### src/rtl/uart_tx_ctrl.sv
// UART transmitter with a byte FIFO, 8 data bits, one stop bit, LSB first.
// Define UART_TX_PARITY_EN to add an even-parity bit between the data and stop bits.
module uart_tx_ctrl #(
    parameter int DEPTH = 16
) (
    input  logic                   clk,
    input  logic                   rst,
    input  logic                   wr_en,
    input  logic [7:0]             wr_data,
    input  logic [15:0]            baud_div,
    output logic                   tx,
    output logic                   busy,
    output logic                   fifo_full,
    output logic                   fifo_empty,
    output logic [$clog2(DEPTH):0] fifo_count,
    output logic                   overflow
);

    localparam int AW = $clog2(DEPTH);
    localparam logic [AW:0] FULL_CNT = (AW+1)'(DEPTH);

`ifdef UART_TX_PARITY_EN
    typedef enum logic [2:0] {IDLE, START, DATA, PARITY, STOP} state_t;
`else
    typedef enum logic [2:0] {IDLE, START, DATA, STOP} state_t;
`endif

    state_t          r_state;
    state_t          w_state_nxt;

    logic [7:0]      r_mem [DEPTH];
    logic [AW-1:0]   r_wr_ptr;
    logic [AW-1:0]   r_rd_ptr;
    logic [AW:0]     r_count;
    logic            r_overflow;

    logic            r_tx;
    logic [7:0]      r_shift;
    logic [15:0]     r_div;
    logic [15:0]     r_baud_cnt;
    logic [2:0]      r_bit_cnt;
`ifdef UART_TX_PARITY_EN
    logic            r_parity;
`endif

    logic            w_push;
    logic            w_pop;
    logic            w_tx_nxt;
    logic            w_bit_end;
    logic [7:0]      w_head;

    assign fifo_full  = (r_count == FULL_CNT);
    assign fifo_empty = (r_count == '0);
    assign fifo_count = r_count;
    assign overflow   = r_overflow;
    assign tx         = r_tx;
    assign busy       = (r_state != IDLE);

    assign w_push    = wr_en & ~fifo_full & ~rst;
    assign w_head    = r_mem[r_rd_ptr];
    assign w_bit_end = (r_baud_cnt == r_div);

    // Next-state and next tx level; tx is registered so the line never glitches
    always_comb begin
        w_state_nxt = r_state;
        w_pop       = 1'b0;
        w_tx_nxt    = r_tx;
        case (r_state)
            IDLE: begin
                w_tx_nxt = 1'b1;
                if (!fifo_empty) begin
                    w_pop       = 1'b1;
                    w_state_nxt = START;
                    w_tx_nxt    = 1'b0;
                end
            end
            START: begin
                if (w_bit_end) begin
                    w_state_nxt = DATA;
                    w_tx_nxt    = r_shift[0];
                end
            end
            DATA: begin
                if (w_bit_end) begin
                    if (r_bit_cnt == 3'd7) begin
`ifdef UART_TX_PARITY_EN
                        w_state_nxt = PARITY;
                        w_tx_nxt    = r_parity;
`else
                        w_state_nxt = STOP;
                        w_tx_nxt    = 1'b1;
`endif
                    end else begin
                        w_tx_nxt = r_shift[1];
                    end
                end
            end
`ifdef UART_TX_PARITY_EN
            PARITY: begin
                if (w_bit_end) begin
                    w_state_nxt = STOP;
                    w_tx_nxt    = 1'b1;
                end
            end
`endif
            STOP: begin
                if (w_bit_end) begin
                    if (!fifo_empty) begin
                        w_pop       = 1'b1;
                        w_state_nxt = START;
                        w_tx_nxt    = 1'b0;
                    end else begin
                        w_state_nxt = IDLE;
                        w_tx_nxt    = 1'b1;
                    end
                end
            end
            default: begin
                w_state_nxt = IDLE;
                w_tx_nxt    = 1'b1;
            end
        endcase
    end

    always_ff @(posedge clk) begin
        if (rst) begin
            r_state <= IDLE;
        end else begin
            r_state <= w_state_nxt;
        end
    end

    always_ff @(posedge clk) begin
        if (rst) begin
            r_wr_ptr   <= '0;
            r_rd_ptr   <= '0;
            r_count    <= '0;
            r_overflow <= 1'b0;
            r_tx       <= 1'b1;
            r_baud_cnt <= '0;
            r_bit_cnt  <= '0;
        end else begin
            if (w_push) r_wr_ptr <= r_wr_ptr + 1'b1;
            if (w_pop)  r_rd_ptr <= r_rd_ptr + 1'b1;
            case ({w_push, w_pop})
                2'b10:   r_count <= r_count + 1'b1;
                2'b01:   r_count <= r_count - 1'b1;
                default: r_count <= r_count;
            endcase
            if (wr_en && fifo_full) r_overflow <= 1'b1;
            r_tx <= w_tx_nxt;
            // Counter idles at zero so a new frame always starts a full bit period
            if (w_pop || w_bit_end) begin
                r_baud_cnt <= '0;
            end else if (r_state != IDLE) begin
                r_baud_cnt <= r_baud_cnt + 1'b1;
            end
            if (w_pop) begin
                r_bit_cnt <= '0;
            end else if (r_state == DATA && w_bit_end) begin
                r_bit_cnt <= r_bit_cnt + 1'b1;
            end
        end
    end

    // Datapath registers carry no reset; they are reloaded on every pop
    always_ff @(posedge clk) begin
        if (w_push) r_mem[r_wr_ptr] <= wr_data;
        if (w_pop) begin
            r_shift <= w_head;
            r_div   <= baud_div;
`ifdef UART_TX_PARITY_EN
            r_parity <= ^w_head;
`endif
        end else if (r_state == DATA && w_bit_end) begin
            r_shift <= {1'b0, r_shift[7:1]};
        end
    end

endmodule

### config.mk
export PLATFORM = sky130hd
export DESIGN_NAME = uart_tx_ctrl
export DESIGN_NICKNAME = d
export VERILOG_FILES = /design/src/rtl/uart_tx_ctrl.sv
export SDC_FILE = /design/constraint.sdc
export NUM_CORES = 1
export LEC_CHECK = 0
export BUFFER_PORTS_ARGS = -buffer_cell sky130_fd_sc_hd__clkbuf_2
export CAP_MARGIN = 25
export CORE_MARGIN = 10
export CORE_UTILIZATION = 38
export CTS_CLUSTER_SIZE = 40
export DETAILED_ROUTE_END_ITERATION = 10
export GPL_TIMING_DRIVEN = 0
export HOLD_SLACK_MARGIN = 0.05
export SLEW_MARGIN = 15
export SYNTH_ARGS = -nofsm -noshare
export SYNTH_HDL_FRONTEND = slang
export SYNTH_SLANG_ARGS = --single-unit
### constraint.sdc
create_clock -name clk -period 4.6 [get_ports clk]
set_input_delay 0.69 -clock clk [delete_from_list [all_inputs] [get_ports clk]]
set_output_delay 0.69 -clock clk [all_outputs]
set_load 0.01 [all_outputs]
; Yosys cells after proc, flatten, opt, wreduce, memory -nomap -nowiden
; Memories as Yosys holds them, arrays and structs flattened. A register that Yosys moved wholly into a read port is not among the register bits.
; Index checks and enable logic that the tools add are counted.
[totals]
register_bits = 61
mem_bits_rw = 128
input_bits = 27
output_inout_bits = 10
memories = 1
[mem_list]
columns = name, words, word_bits, rd, rd_clocked_by_memory_dff, write_ports, line
row1 = r_mem, 16, 8, 1, 1, 1, 31  ; logic [7:0] r_mem [DEPTH];
[op_classes]
n_addsub = 6
eq_ne = 13
muxes = 23
n_bitwise = 4
reduce_logical = 12
[ops]
columns = op, n
row1 = $add A16 B1 Y16 const B, 1
row2 = $eq A16 B16 Y1, 1
row3 = $mux W8, 2
row4 = $mux W3, 5
row5 = $pmux W3 S4, 1
row6 = $mux W1, 10
row7 = $ne A2 B2 Y1 const B, 5
row8 = $pmux W5 S2, 1
row9 = $add A4 B1 Y4 const B, 2
row10 = $mux W4, 2
row11 = $eq A3 B2 Y1 const B, 2
row12 = $add A5 B1 Y5 const B, 1
row13 = $eq A5 B5 Y1 const B, 1
row14 = $logic_not A5 Y1, 1
row15 = $reduce_and A5 Y1, 1
row16 = $sub A5 B1 Y5 const B, 1
row17 = $pmux W1 S4, 1
row18 = $reduce_bool A2 Y1, 2
row19 = $reduce_or A2 Y1, 2
row20 = $add A3 B1 Y3 const B, 1
row21 = $eq A3 B1 Y1 const B, 1
row22 = $eq A3 B3 Y1 const B, 1
row23 = $logic_not A3 Y1, 1
row24 = $reduce_and A3 Y1, 1
row25 = other kinds (8), 11

; Logic depth before layout (Yosys ltp)
[logic_depth]
ltp_word = 6
depth_mapped = 16
ltp_nobuf = 13

; Least setup slack after synthesis
; No wires, ideal clock.
[synth_timing]
path_type = register to register
startpoint = register r_baud_cnt[11]
endpoint = register r_count[4] (netlist: fifo_count[4])
t_arrival_ns = 3.588
t_required_ns = 4.479
slack_ns = 0.891
path_stages_with_launch = 17
period_less_slack_ns = 3.709
cell_sequence = dfxtp_1 > clkbuf_1 > xnor2_1 > nand4_1 > nor4_1 > a21oi_1 > nor2_1 > buf_2 > ha_1 > buf_6 > xor2_1 > ha_1 > a21oi_1 > and2_1 > mux2i_1 > a221oi_2 > mux2_4
[synth_between]
elab_chain_len = 5
word_cells_on_any_way = 7
[synth_rtl]
columns = item, line
row1 = start: declaration, 40  ; logic [15:0] r_baud_cnt;
row2 = start signal: assignment, 156  ; r_baud_cnt <= r_baud_cnt + 1'b1;
row3 = $eq A16 B16 Y1 *, 61  ; assign w_bit_end = (r_baud_cnt == r_div);
row4 = $mux W1 *, 107  ; if (w_bit_end) begin
row5 = $pmux W1 S2 *, 68  ; case (r_state)
row6 = net w_pop, 47  ; logic w_pop;
row7 = $eq A2 B1 Y1 / $eq A2 B2 Y1 (equally long branches), 145  ; case ({w_push, w_pop})
row8 = $pmux W5 S2 / $reduce_bool A2 Y1 (equally long branches), -
row9 = end signal: assignment, 146  ; 2'b10: r_count <= r_count + 1'b1;
row10 = end signal: assignment, 147  ; 2'b01: r_count <= r_count - 1'b1;
row11 = end signal: assignment, 148  ; default: r_count <= r_count;
row12 = end: declaration, 34  ; logic [AW:0] r_count;
; The timed path passes the listed nets; every way through them passes the cells marked *.
; A chain may end at the register's enable or synchronous reset.

; Final worst setup path
; Ends and elaborated chain as after synthesis.

==> impl_metrics.tcl <==
set metrics [dict create \
    status "complete, no violations" \
    p_comb_share_pct 27.2 \
    pin_count 37 \
    drv_cap 0 \
    ant_nets 0 \
    synth_area_leaders "edfxtp_1, mux4_2, dfxtp_1, xnor2_1, nor2_1" \
    power.internal_mw 3.405 \
    htreeDepth 4 \
    grt_first_pass_wirelength_um 24710 \
    grt_use_total_pct 12.05 \
    maxSlewHeadroom_pct 46.12 \
    drtPass1Iterations 4 \
    placement.io_buffers 35 \
    final_nets 592 \
    rsz0062_at_grt "false" \
    p_sw_mw 1.520 \
    crit_start "r_baud_cnt[11]" \
    nFillCells 1874 \
    synth_top_area_cell "edfxtp_1" \
    setup_viol 0 \
    finalHoldViolations 0 \
    timing.rr.start "r_baud_cnt[11]" \
    grt_pass1_vias 4407 \
    r2r_slack_ns 0.43 \
    drc 0 \
    ys_seq_elements 192 \
    fp.dieH_um 165.6 \
    critPathCaptureType "register" \
    grt_max_degree 27 \
    antenna_found_initial 0 \
    post_synth_num_cell_types 56 \
    period_needed_ns 4.172 \
    skew_ns 0.01064 \
    leakage_nw 3.029 \
    min_from "baud_div[7]" \
    areaGrowthSynthToFinish_pct 13.64 \
    gp_congestion 0.8384 \
    initial_core_util_pct 38.44 \
    p_sw_share_pct 30.86 \
    syn_nets 536 \
    clock_sinks 192 \
    hold_buffers 0 \
    routed_wl_um 15870 \
    detail_route.vias_per_cell 5.149 \
    n_antenna_cell 0 \
    dr_total_vias 4310 \
    clock.fmax_ghz 0.2397 \
    p_seq_share_pct 44.9 \
    tritoncts "yes" \
    critPathMaxFanout 26 \
    hpwlAfterDp_um 10950 \
    cellPowerDensity_mw_per_mm2 538.0 \
    post-route-util_pct 43.68 \
    wl_per_cell_um 18.97 \
    yosysSeqAreaShare_pct 66.60 \
    drt_iter0_drc 246 \
    synthCells 495 \
    yosysWarningCount 0 \
    clk_pin_slew_worst_paths_ns 0.07 \
    syn-cell-area_mm2 0.008055 \
    tightest_slew_ns 0.8052 \
    slew_viol_final 0 \
    final_area_mm2 0.009154 \
    p_total_mw 4.925 \
    root_buffer "clkbuf_16" \
    min_path_type "in -> reg" \
    critPathKind "reg -> reg" \
    cp_data_required_time_ns 4.92 \
    cp-start-kind "register" \
    core_area_mm2 0.02096 \
    post_synth.cell_area_avg_um2 16.27 \
    synthArstFlopShare_pct 0 \
    overflow 0 \
    tns_ns 0 \
    synth_edf_count 152 \
    layout-drive-gt1-share_pct 25.62 \
    die_width_um 165.6 \
    cts-buffers-inserted 17 \
    vdd_drop_max_uv 267.1 \
    fin_crit_sh_pct 90.70 \
    clock_latency_ns 0.43 \
    p_clk_share_pct 27.9 \
    crit_arrival_ns 4.49 \
    cts_buffer_depth 2 \
    rows 53 \
    synth_top_area_share_pct 56.66 \
    ys.flop_type "edfxtp_1" \
    die_area_mm2 0.02742 \
    place_area_mm2 0.008600 \
]
-- synth_stat cells (4+ instances only) --
master    number
nor2_1        51
o21ai_0        6
a21oi_1       15
clkbuf_1       9
inv_1         13
mux2_2         7
mux2i_1        9
dfxtp_1       40
edfxtp_1     152
or3_1          4
nand4_1        9
xnor2_1       22
nand2_1       15
ha_1          14
xor2_1        14
mux4_2        40
nand2b_1       6
nand3_1        6
buf_2          5
nor3_1        12
-- layout make-up --
cell class / instances / area [µm²] / area share (%)
sequential: 192 / 5365 / 58.61
multi-input combinational: 266 / 2494 / 27.24
clock buffer: 17 / 425.4 / 4.647
tap: 275 / 344.1 / 3.759
timing repair buffer: 37 / 190.2 / 2.078
buffer: 23 / 155.1 / 1.695
clock inverter: 13 / 122.6 / 1.340
inverter: 14 / 57.56 / 0.6288
-- metal layers --
layer | track usage [%] | up-vias | wire length, µm | part of all wire, %
met3 | 3.173 | 20 | 842 | 5.3
met4 | 4.310 | 0 | 295 | 1.9
met2 | 19.58 | 95 | 7788 | 49
li1 | - | 2012 | - | -
met1 | 15.24 | 2183 | 6947 | 44
met5 | 0 | - | 0 | 0
-- registers in the layout, summed over array words and instances (netlist names), named ones only --
name and flops:
r_rd_ptr 4, r_bit_cnt 3, r_state 2, overflow 1
tx 1, r_div 16, r_shift 8, fifo_count 5
r_mem 128, r_wr_ptr 4, r_baud_cnt 16
-- critical path, stage by stage, from the launching register on --
cell and delay, ns:
dfxtp_1 0.31, clkbuf_1 0.23, xnor2_1 0.17, nand4_1 0.10
nor4_1 0.48, a21oi_1 0.28, nor2_1 0.35, buf_6 0.32
ha_1 0.21, buf_6 0.14, xor2_1 0.07, ha_1 0.22
a21oi_1 0.30, and2_1 0.18, mux2i_1 0.07, a221oi_2 0.30
mux2_4 0.32
-- layout by cell type, fill, tap and decap left out, types with 2 or more instances in the layout --
master | netlist | final
edfxtp_1 | 152 | 152
a31o_2 | 2 | 2
ha_1 | 14 | 14
clkinvlp_4 | 0 | 2
mux2i_1 | 9 | 9
dfxtp_1 | 40 | 40
buf_1 | 2 | 2
mux4_2 | 40 | 40
buf_6 | 3 | 4
clkinv_4 | 1 | 4
a21oi_1 | 15 | 15
nand4_1 | 9 | 9
and2_1 | 3 | 3
a311oi_1 | 2 | 2
inv_8 | 0 | 3
inv_1 | 13 | 13
xor2_1 | 14 | 14
nor3_1 | 12 | 10
or2_2 | 2 | 2
inv_6 | 0 | 3
clkbuf_2 | 0 | 35
xnor2_1 | 22 | 22
clkbuf_1 | 9 | 9
nand2b_1 | 6 | 6
or3_1 | 4 | 4
mux2_2 | 7 | 7
nand3_1 | 6 | 6
buf_2 | 5 | 4
o21ai_0 | 6 | 5
clkbuf_16 | 0 | 17
nor2_1 | 51 | 51
nor3_2 | 0 | 2
clkbuf_8 | 3 | 3
buf_4 | 1 | 3
nand2_1 | 15 | 15
-- power groups by stage --
stage	registers (mW)	logic, mW	clock network [mW]
5_1_grt	2.23	1.47	1.48
3_3_place_gp	2.24	1.29	0
3_5_place_dp	2.25	1.33	0
4_1_cts	2.22	1.34	1.40
6_report	2.21	1.34	1.38
2_1_floorplan	2.23	0.997	0
-- per-stage QoR --
step,std cells,hold WS [ns],setup slack [ns]
floorplan,495,0.4628,0.8911
global placement,805,0.4536,0.1430
detailed placement,807,0.4928,0.09756
CTS,837,0.4172,0.09952
global route,837,0.4162,0.05257
finish,837,0.4335,0.4279
-- final timing paths --
kind                   endpoint  depth (start not counted)
setup / recovery  fifo_count[4]                         16
hold / removal         r_div[7]                          1
setup reg to reg  fifo_count[4]                         16
hold reg to reg        overflow                          2
-- repair_timing --
action	4_1_cts	5_1_grt
setup buffers	0	0
setup endpoints to repair	0	2
resized for setup	0	3
-- cells by family (layout without fill, tap and decap cells) --
family	after synthesis	count (layout)	synth area share, %
flops	192	192	66.60
buf+inv	37	104	2.563
fa+ha+maj	14	14	2.175
mux	58	58	13.61
compound gates	40	40	3.806
simple gates	118	118	7.332
xor+xnor	36	36	3.914
(Power assumes the default switching activity.)
